===== src/rtl/proc_multicycle_param_if.sv =====
// Instruction/handshake/bus bundle for proc_multicycle_param.
// The master drives run/ir/din; the processor returns done/busy and the bus value q.
interface proc_multicycle_param_if #(
    parameter int DATA_W   = 16,
    parameter int REG_BITS = 3
);
    logic                    run;
    logic [2+2*REG_BITS:0]   ir;
    logic [DATA_W-1:0]       din;
    logic                    done;
    logic                    busy;
    logic [DATA_W-1:0]       q;

    modport master (output run, ir, din, input done, busy, q);
    modport slave  (input run, ir, din, output done, busy, q);
endinterface


===== src/rtl/proc_multicycle_param.sv =====
// Parametrised multicycle bus processor: eight opcodes sequenced over IDLE/T1/T2/T3
// through a shared bus, register file, accumulator A and result register G.
module proc_multicycle_param #(
    parameter int DATA_W   = 16,
    parameter int REG_BITS = 3
) (
    input  logic                   clock,
    input  logic                   resetn,
    proc_multicycle_param_if.slave bus_if
);
    localparam int NREGS = 2 ** REG_BITS;
    localparam int IR_W  = 3 + 2 * REG_BITS;
    localparam int SH_W  = $clog2(DATA_W);

    localparam logic [1:0] S_IDLE = 2'd0;
    localparam logic [1:0] S_T1   = 2'd1;
    localparam logic [1:0] S_T2   = 2'd2;
    localparam logic [1:0] S_T3   = 2'd3;

    localparam logic [2:0] OP_MV   = 3'b000;
    localparam logic [2:0] OP_MVI  = 3'b001;
    localparam logic [2:0] OP_ADD  = 3'b010;
    localparam logic [2:0] OP_SUB  = 3'b011;
    localparam logic [2:0] OP_AND  = 3'b100;
    localparam logic [2:0] OP_SLT  = 3'b101;
    localparam logic [2:0] OP_MVNZ = 3'b110;
    localparam logic [2:0] OP_SLL  = 3'b111;

    logic [1:0]          state_q, state_d;
    logic [IR_W-1:0]     ir_q, ir_d;
    logic [DATA_W-1:0]   a_q, a_d;
    logic [DATA_W-1:0]   g_q, g_d;
    logic [DATA_W-1:0]   regs_q [NREGS];
    logic [DATA_W-1:0]   regs_d [NREGS];
    logic [DATA_W-1:0]   bus;
    logic [DATA_W-1:0]   alu_res;
    logic [2:0]          op;
    logic [REG_BITS-1:0] rx, ry;

    assign op = ir_q[IR_W-1 -: 3];
    assign rx = ir_q[2*REG_BITS-1 -: REG_BITS];
    assign ry = ir_q[REG_BITS-1:0];

    // Bus driver select is kept apart from next-state so the ALU path has no comb loop.
    always_comb begin
        bus = '0;
        case (state_q)
            S_T1: begin
                case (op)
                    OP_MV:   bus = regs_q[ry];
                    OP_MVI:  bus = bus_if.din;
                    OP_MVNZ: if (g_q != '0) bus = regs_q[ry];
                    default: bus = regs_q[rx];
                endcase
            end
            S_T2:    bus = regs_q[ry];
            S_T3:    bus = g_q;
            default: bus = '0;
        endcase
    end

    always_comb begin
        case (op)
            OP_ADD:  alu_res = a_q + bus;
            OP_SUB:  alu_res = a_q - bus;
            OP_AND:  alu_res = a_q & bus;
            OP_SLT:  alu_res = {{(DATA_W-1){1'b0}}, ($signed(a_q) < $signed(bus))};
            OP_SLL:  alu_res = a_q << bus[SH_W-1:0];
            default: alu_res = '0;
        endcase
    end

    always_comb begin
        state_d = state_q;
        ir_d    = ir_q;
        a_d     = a_q;
        g_d     = g_q;
        regs_d  = regs_q;
        case (state_q)
            S_IDLE: begin
                if (bus_if.run) begin
                    ir_d    = bus_if.ir;
                    state_d = S_T1;
                end
            end
            S_T1: begin
                case (op)
                    OP_MV, OP_MVI: begin
                        regs_d[rx] = bus;
                        state_d    = S_IDLE;
                    end
                    OP_MVNZ: begin
                        if (g_q != '0) regs_d[rx] = bus;
                        state_d = S_IDLE;
                    end
                    default: begin
                        a_d     = bus;
                        state_d = S_T2;
                    end
                endcase
            end
            S_T2: begin
                g_d     = alu_res;
                state_d = S_T3;
            end
            S_T3: begin
                regs_d[rx] = bus;
                state_d    = S_IDLE;
            end
            default: state_d = S_IDLE;
        endcase
    end

    always_ff @(posedge clock or negedge resetn) begin
        if (!resetn) begin
            state_q <= S_IDLE;
            ir_q    <= '0;
            a_q     <= '0;
            g_q     <= '0;
            for (int unsigned i = 0; i < NREGS; i++) regs_q[i] <= '0;
        end else begin
            state_q <= state_d;
            ir_q    <= ir_d;
            a_q     <= a_d;
            g_q     <= g_d;
            regs_q  <= regs_d;
        end
    end

    assign bus_if.q    = bus;
    assign bus_if.busy = (state_q != S_IDLE);
    assign bus_if.done = (state_q == S_T3) ||
                         ((state_q == S_T1) && (op == OP_MV || op == OP_MVI || op == OP_MVNZ));
endmodule


===== src/flat_wrapper.sv =====
// flat-port wrapper written by rule: the top's interface ports become plain ports
module proc_multicycle_param_flat 
#(
    parameter int DATA_W   = 16,
    parameter int REG_BITS = 3
)
  (clock, resetn, bus_if_run, bus_if_ir, bus_if_din, bus_if_done, bus_if_busy, bus_if_q);
  proc_multicycle_param_if #(.DATA_W(DATA_W), .REG_BITS(REG_BITS)) bus_if_i ();
  input  logic clock;
  input  logic resetn;
  input wire logic [$bits(bus_if_i.run)-1:0] bus_if_run;
  input wire logic [$bits(bus_if_i.ir)-1:0] bus_if_ir;
  input wire logic [$bits(bus_if_i.din)-1:0] bus_if_din;
  output wire logic [$bits(bus_if_i.done)-1:0] bus_if_done;
  output wire logic [$bits(bus_if_i.busy)-1:0] bus_if_busy;
  output wire logic [$bits(bus_if_i.q)-1:0] bus_if_q;
  assign bus_if_i.run = bus_if_run;
  assign bus_if_i.ir = bus_if_ir;
  assign bus_if_i.din = bus_if_din;
  assign bus_if_done = bus_if_i.done;
  assign bus_if_busy = bus_if_i.busy;
  assign bus_if_q = bus_if_i.q;
  proc_multicycle_param #(.DATA_W(DATA_W), .REG_BITS(REG_BITS)) u_core (.clock(clock), .resetn(resetn), .bus_if(bus_if_i));
endmodule

===== config.mk =====
export PLATFORM = sky130hd
export DESIGN_NAME = proc_multicycle_param_flat
export DESIGN_NICKNAME = d
export VERILOG_FILES = /design/src/rtl/proc_multicycle_param_if.sv /design/src/rtl/proc_multicycle_param.sv /design/src/flat_wrapper.sv
export SDC_FILE = /design/constraint.sdc
export NUM_CORES = 1
export LEC_CHECK = 0
export ABC_AREA = 1
export BUFFER_PORTS_ARGS = -buffer_cell sky130_fd_sc_hd__buf_2
export CORE_UTILIZATION = 45
export DETAILED_ROUTE_END_ITERATION = 16
export GPL_ROUTABILITY_DRIVEN = 0
export PLACE_DENSITY = 0.6
export SYNTH_ARGS = -nofsm -noshare
export SYNTH_HDL_FRONTEND = slang
export SYNTH_SLANG_ARGS = --single-unit

===== constraint.sdc =====
create_clock -name clock -period 4.24 [get_ports clock]
set_input_delay 0.848 -clock clock [delete_from_list [all_inputs] [get_ports clock]]
set_output_delay 0.848 -clock clock [all_outputs]
set_load 0.01 [all_outputs]

* Word-level counts from Yosys, hierarchy flattened
Index checks and enable logic that the tools add are counted.
Operators by class: shift operators 1, add/subtract/negate cells 2, mux-type cells 19, magnitude comparators 4, eq/ne operators 13, reduce and logical (&&, ||, !) cells 15, bitwise operators 4
Operator list (number):
- case mux 128 bit (2 select lines) | 2
- bitwise mux 128 bit | 1
- two-way mux 128 bit | 1
- binary-select mux 16 bit (select 3 bit) | 2
- two-way mux 16 bit | 6
- case mux 16 bit (3 select lines) | 2
- case mux 16 bit (5 select lines) | 1
- demux 16 bit (select 3 bit) | 1
- adder 16 bit | 1
- AND 16 bit | 1
- less-than comparator 16 bit | 1
- nonzero test 16 bit | 1
- left shift 16 x 4 -> 16 bit | 1
- subtractor 16 bit | 1
- equality test 3 bit (second input constant) | 4
- greater-or-equal comparator 4 bit (second input constant) | 2
- NOT 3 -> 4 bit | 2
- case mux 2 bit (4 select lines) | 1
- equality test 3 x 2 -> 1 bit (second input constant) | 2
- equality test 2 bit (second input constant) | 2
- less-than comparator 4 x 1 -> 1 bit (second input constant) | 1
- two-way mux 2 bit | 2
- AND reduction 2 bit | 2
- nonzero test 2 bit | 2
- other kinds (13) | 16
Word-level totals: word-level logic and storage cells 70, bits in registers 171, input port bits 28

* Longest topological paths before layout
word-level depth 11, gate-level depth with buffers 31, mapped depth without buffers 28

* Least setup slack after synthesis
OpenSTA, ideal clock, no wires.
path type register to register, from register u_core.ir_q[0], to register u_core.g_q[14], clock period less this slack 3718 ps, buffers on the path 4, setup time 117 ps, arrival 3602 ps, setup slack 522 ps, stages on the path, launching flop included 24, data required time 4123 ps, cells stage by stage dfrtp_1 inv_2 buf_6 buf_2 clkbuf_1 o21ai_0 a31oi_1 a22oi_1 o21ai_2 inv_1 ha_1 clkbuf_1 inv_1 a21oi_1 o21ai_0 nand3_1 nand3_1 a21oi_1 o21bai_1 or2_2 a21oi_1 nand3_1 nand2_1 nand2_1
Between the ends: word-level cells in the longest chain between the ends 9, elaborated cells on any way between the ends 12, classes of those cells add/sub (2); shift (1); mux (7); bitwise (2)
Ends and longest elaborated chain:
- from (decl) | RTL line proc_multicycle_param.sv:30 | logic [IR_W-1:0] ir_q, ir_d;
- from (signal assigned) | RTL line proc_multicycle_param.sv:123 | ir_q <= ir_d;
- NOT 3 -> 4 bit (implied by the code) (*) | RTL line proc_multicycle_param.sv:50, proc_multicycle_param.sv:52, proc_multicycle_param.sv:56
- binary-select mux 16 bit (select 3 bit) (*) | RTL line proc_multicycle_param.sv:50, proc_multicycle_param.sv:52, proc_multicycle_param.sv:56
- two-way mux 16 bit (implied by the code) (*) (2 in series) | RTL line proc_multicycle_param.sv:50, proc_multicycle_param.sv:52, proc_multicycle_param.sv:56
- two-way mux 16 bit | RTL line proc_multicycle_param.sv:52 | OP_MVNZ: if (g_q != '0) bus = regs_q[ry];
- case mux 16 bit (3 select lines) | RTL line proc_multicycle_param.sv:49 | case (op)
- case mux 16 bit (3 select lines) (*) | RTL line proc_multicycle_param.sv:47 | case (state_q)
- named net bus_if_q[7] | RTL line flat_wrapper.sv:16 | output wire logic [$bits(bus_if_i.q)-1:0] bus_if_q;
- subtractor 16 bit / adder 16 bit (equally long branches) | RTL line proc_multicycle_param.sv:65, proc_multicycle_param.sv:64
- case mux 16 bit (5 select lines) (*) | RTL line proc_multicycle_param.sv:63 | case (op)
- to (signal assigned) | RTL line proc_multicycle_param.sv:125 | g_q <= g_d;
- to (decl) | RTL line proc_multicycle_param.sv:32 | logic [DATA_W-1:0] g_q, g_d;
Mark *: on every way through the listed nets, which the timed path passes. The rest lies on a longest branch. The select of a mux whose other input is x is not followed. A chain may end at the register's enable or synchronous reset.

* Final worst setup path
from register u_core.ir_q[4], to register u_core.g_q[15]
Between the ends: word-level cells in the longest chain between the ends 8, elaborated cells on any way between the ends 11, classes of those cells add/sub (2); shift (1); mux (6); bitwise (2)
Ends and longest elaborated chain:
- NOT 3 -> 4 bit (implied by the code) (*) | RTL line proc_multicycle_param.sv:53 | default: bus = regs_q[rx];
- binary-select mux 16 bit (select 3 bit) (*) | RTL line proc_multicycle_param.sv:53
- two-way mux 16 bit (implied by the code) (*) (2 in series) | RTL line proc_multicycle_param.sv:53
- case mux 16 bit (3 select lines) (*) | RTL line proc_multicycle_param.sv:49
- case mux 16 bit (3 select lines) (*) | RTL line proc_multicycle_param.sv:47
- subtractor 16 bit (tied with other cells) | RTL line proc_multicycle_param.sv:65 | OP_SUB: alu_res = a_q - bus;
- case mux 16 bit (5 select lines) (*) | RTL line proc_multicycle_param.sv:63
Mark *: on every way between the ends. The rest lies on a longest branch, timed or not. The select of a mux whose other input is x is not followed.

==> out/qor.csv <==
stage,metric,value,unit
yosys,syn avg cell area,7.18,um2
run,max-cap check violation count,0,
timing,worst hold margin,0.429,ns
grt,first-pass GRT wire length,66100,um
route,DR vias/cell,5.91,
yosys,"Seq/Total Area, Yosys",36.8,%
yosys,"top cells by area, synth","dfrtp_1 37%, nand2_1 12%, o21ai_0 8.4%, inv_1 6.0%, nand3_1 5.1%",
route,drt pass-1 iters,6,
timing,Fin Clk Skew,0.0133,ns
yosys,area of the mapped netlist,11600,um2
floorplanning,Die ar.,26500,um2
timing,worst slew pin tran,1.04,ns
placed_design,port bufs,45,
floorplanning,chip width,163,um
yosys,number of flops mapped to enable cells by yosys,0,
grt,total track usage,33.3,%
floorplanning,# IOs,46,
floorplanning,Site Rows,58,
route,"antenna viol nets, final",0,
worst_setup_path,critical path class,reg -> reg,
cts,TritonCTS buffer count,17,
grt,GRT overflow,0,
yosys,"area leader, netlist",dfrtp_1,
timing,"Hold Vio Cnt, Final",0,
yosys,top-area cell type share of the netlist area,36.8,%
final_layout,nets@finish,1748,
route,Starting DRT DRC Count,1506,
yosys,post-synthesis cell type count,57,
cts,Longest Clk Path Bufs,2,
placed_design,DPL Wire Length,31800,um
yosys,#FFs+latches synth,171,
grt,number of global-route vias before repair,11100,
outcome,status,finished clean,
floorplanning,core region area,25300,um2
route,final WL,43300,um
floorplanning,Starting Density,46.0,%
cts,TritonCTS Sinks,171,
final_layout,Ant. Diodes,0,
yosys,Post-synth ARST share,100,%
timing,max frequency,0.245,GHz
cts,root buf cell,clkbuf_16,
yosys,syn_nets,1684,
worst_setup_path,reg2reg end,u_core.g_q[15]$_DFFE_PN0P_,
final_layout,Final Util,51.8,%
timing,Final setup violation count,0,
cts,H-tree levels,4,
yosys,Yosys warnings,0,
placed_design,dpl ws,0.194,ns
cts,TritonCTS clock tree,done,
cts,clk_lat worst skew,0.44,ns
route,# DRC,0,
worst_setup_path,largest fanout on the critical path,8,
timing,Tmin final,4.07,ns
route,Vias,12000,
cts,clock transition at the registers of the reported paths,0.08,ns
timing,Final Max Tran Viols,0,
worst_setup_path,FF-to-FF path depth,19,
timing,Final Worst Setup Slack,0.165,ns
min_path,worst min path class,in -> async,
cts,# hold bufs at CTS,0,
timing,final period utilization,96.1,%
final_layout,area delta synth->final,12.6,%
yosys,Synth Instances,1619,
final_layout,layout cell share with drive strength beyond 1,14.3,%
route,WL/cell,21.4,um
worst_setup_path,WP data required,4.57,ns
worst_setup_path,Critical Path Source Type,flop,
worst_setup_path,worst path arrival time,4.40,ns
floorplanning,Die Y-Extent,163,um
grt,largest net degree at the start of global routing,86,
worst_setup_path,worst reg2reg setup slack,0.17,ns
worst_setup_path,crit end category,flop,
grt,antenna violations before repair,1,
timing,Relative slew margins,30.6,%
yosys,"Top FF cell, synth",dfrtp_1,
worst_setup_path,Critical R2R Launch,u_core.ir_q[4]$_DFFE_PN0P_,
[Yosys cell counts (all sizes together), types with 2 or more instances]
cell type,number
a211oi,3
a21o,4
a21oi,110
a221oi,11
a22oi,8
a31oi,12
a32o,6
a32oi,2
and3,3
buf,50
clkbuf,28
clkinv,2
dfrtp,171
fa,2
ha,35
inv,205
nand2,383
nand3,123
nand4,8
nor2,104
nor3,12
nor4,3
o2111ai,10
o211ai,7
o21a,30
o21ai,227
o21bai,11
o22ai,30
or2,6
xor2,4
[registers in the layout, summed over array words and instances, names as in the netlist, named ones only]
register	count
u_core.regs_q	128
u_core.a_q	16
u_core.g_q	16
u_core.ir_q	9
u_core.state_q	1
[per-layer routing]
metal / GRT usage [%] / share of wire (%) / up-vias
met5: 0 / 0 / -
met4: 14.0 / 4.0 / 0
met3: 6.16 / 9.6 / 113
met2: 49.7 / 43 / 676
met1: 47.2 / 43 / 5650
li1: - / - / 5541
[through the flow]
step                      instances  TNS, ns  area [um2]
after detailed placement       1990        0       12400
after global routing           2026  -0.0109       13100
after global placement         1990        0       12400
final                          2026        0       13100
after floorplan                1619        0       11600
after CTS                      2022        0       13000
[how the worst max path moves through the flow]
stage,to,slack (ns),depth (start not counted),start
CTS,u_core.g_q[10]$_DFFE_PN0P_,0.15,22,u_core.ir_q[4]$_DFFE_PN0P_
detailed placement,u_core.g_q[10]$_DFFE_PN0P_,0.19,22,u_core.ir_q[4]$_DFFE_PN0P_
floorplan,u_core.g_q[14]$_DFFE_PN0P_,0.52,23,u_core.ir_q[0]$_DFFE_PN0P_
global route,u_core.g_q[15]$_DFFE_PN0P_,-0.007,19,u_core.ir_q[4]$_DFFE_PN0P_
finish,u_core.g_q[15]$_DFFE_PN0P_,0.17,19,u_core.ir_q[4]$_DFFE_PN0P_
global placement,u_core.g_q[15]$_DFFE_PN0P_,0.16,22,u_core.ir_q[5]$_DFFE_PN0P_
[cell type report]
class                           count  area, um2
Clock buffer                       21        460
Clock inverter                     11        111
Fill cell                        2521      12200
Inverter                          207        790
Multi-Input combinational cell   1163       6190
Sequential cell                   171       4290
Tap cell                          330        413
Timing Repair Buffer              123        842
[cells by family (layout without fill, tap and decap cells)]
group	after synthesis	after routing	synth area share, %
compound gates	478	478	24.0
fa+ha+maj	37	37	4.11
simple gates	644	644	24.3
flops	171	171	36.8
xor+xnor	4	4	0.301
buf+inv	285	362	10.4
[what timing repair did]
item	in CTS	in global routing
endpoints found under the setup margin	0	10
hold endpoints to repair	0	0
setup buffers	0	4
gates resized for setup	0	19
[cell usage in the layout (no fill, tap or decap), types with 4 or more instances in the layout]
cell and count:
nor3_1 10, buf_4 76, nand3_1 118, nor2_1 84, clkinv_4 4, dfrtp_1 166, or2_2 6, clkbuf_16 17
inv_2 15, ha_1 33, o21ai_2 4, nand2_1 367, a21oi_1 108, nor2_2 11, nand3_2 5, a31oi_1 11
inv_1 186, a21o_1 4, o2111ai_1 10, o21bai_1 11, o21ai_0 195, o21ai_1 28, a22oi_1 7, o22ai_1 30
buf_2 44, nor2_4 6, nand2_2 13, o211ai_1 7, nand4_1 8, a32o_1 6, dfrtp_2 5, a221oi_1 11
o21a_1 30, xor2_1 4
[worst max-delay path, cell delays in order, from the launching register on]
cell	delay, ns
dfrtp_2	0.47
nand2_2	0.16
inv_2	0.06
nand2_2	0.08
clkinvlp_4	0.25
a22oi_2	0.24
o2111ai_1	0.12
or3_1	0.38
and3_1	0.26
ha_1	0.32
buf_4	0.17
nor2_1	0.17
a21oi_1	0.13
o211ai_1	0.38
a31oi_1	0.18
or2_2	0.30
nand3_1	0.07
nand4_1	0.09
nand2_1	0.07
nand2_1	0.05
Power is not shown: default switching activity piles up to over one toggle a cycle in this logic, so the estimate is an artifact.
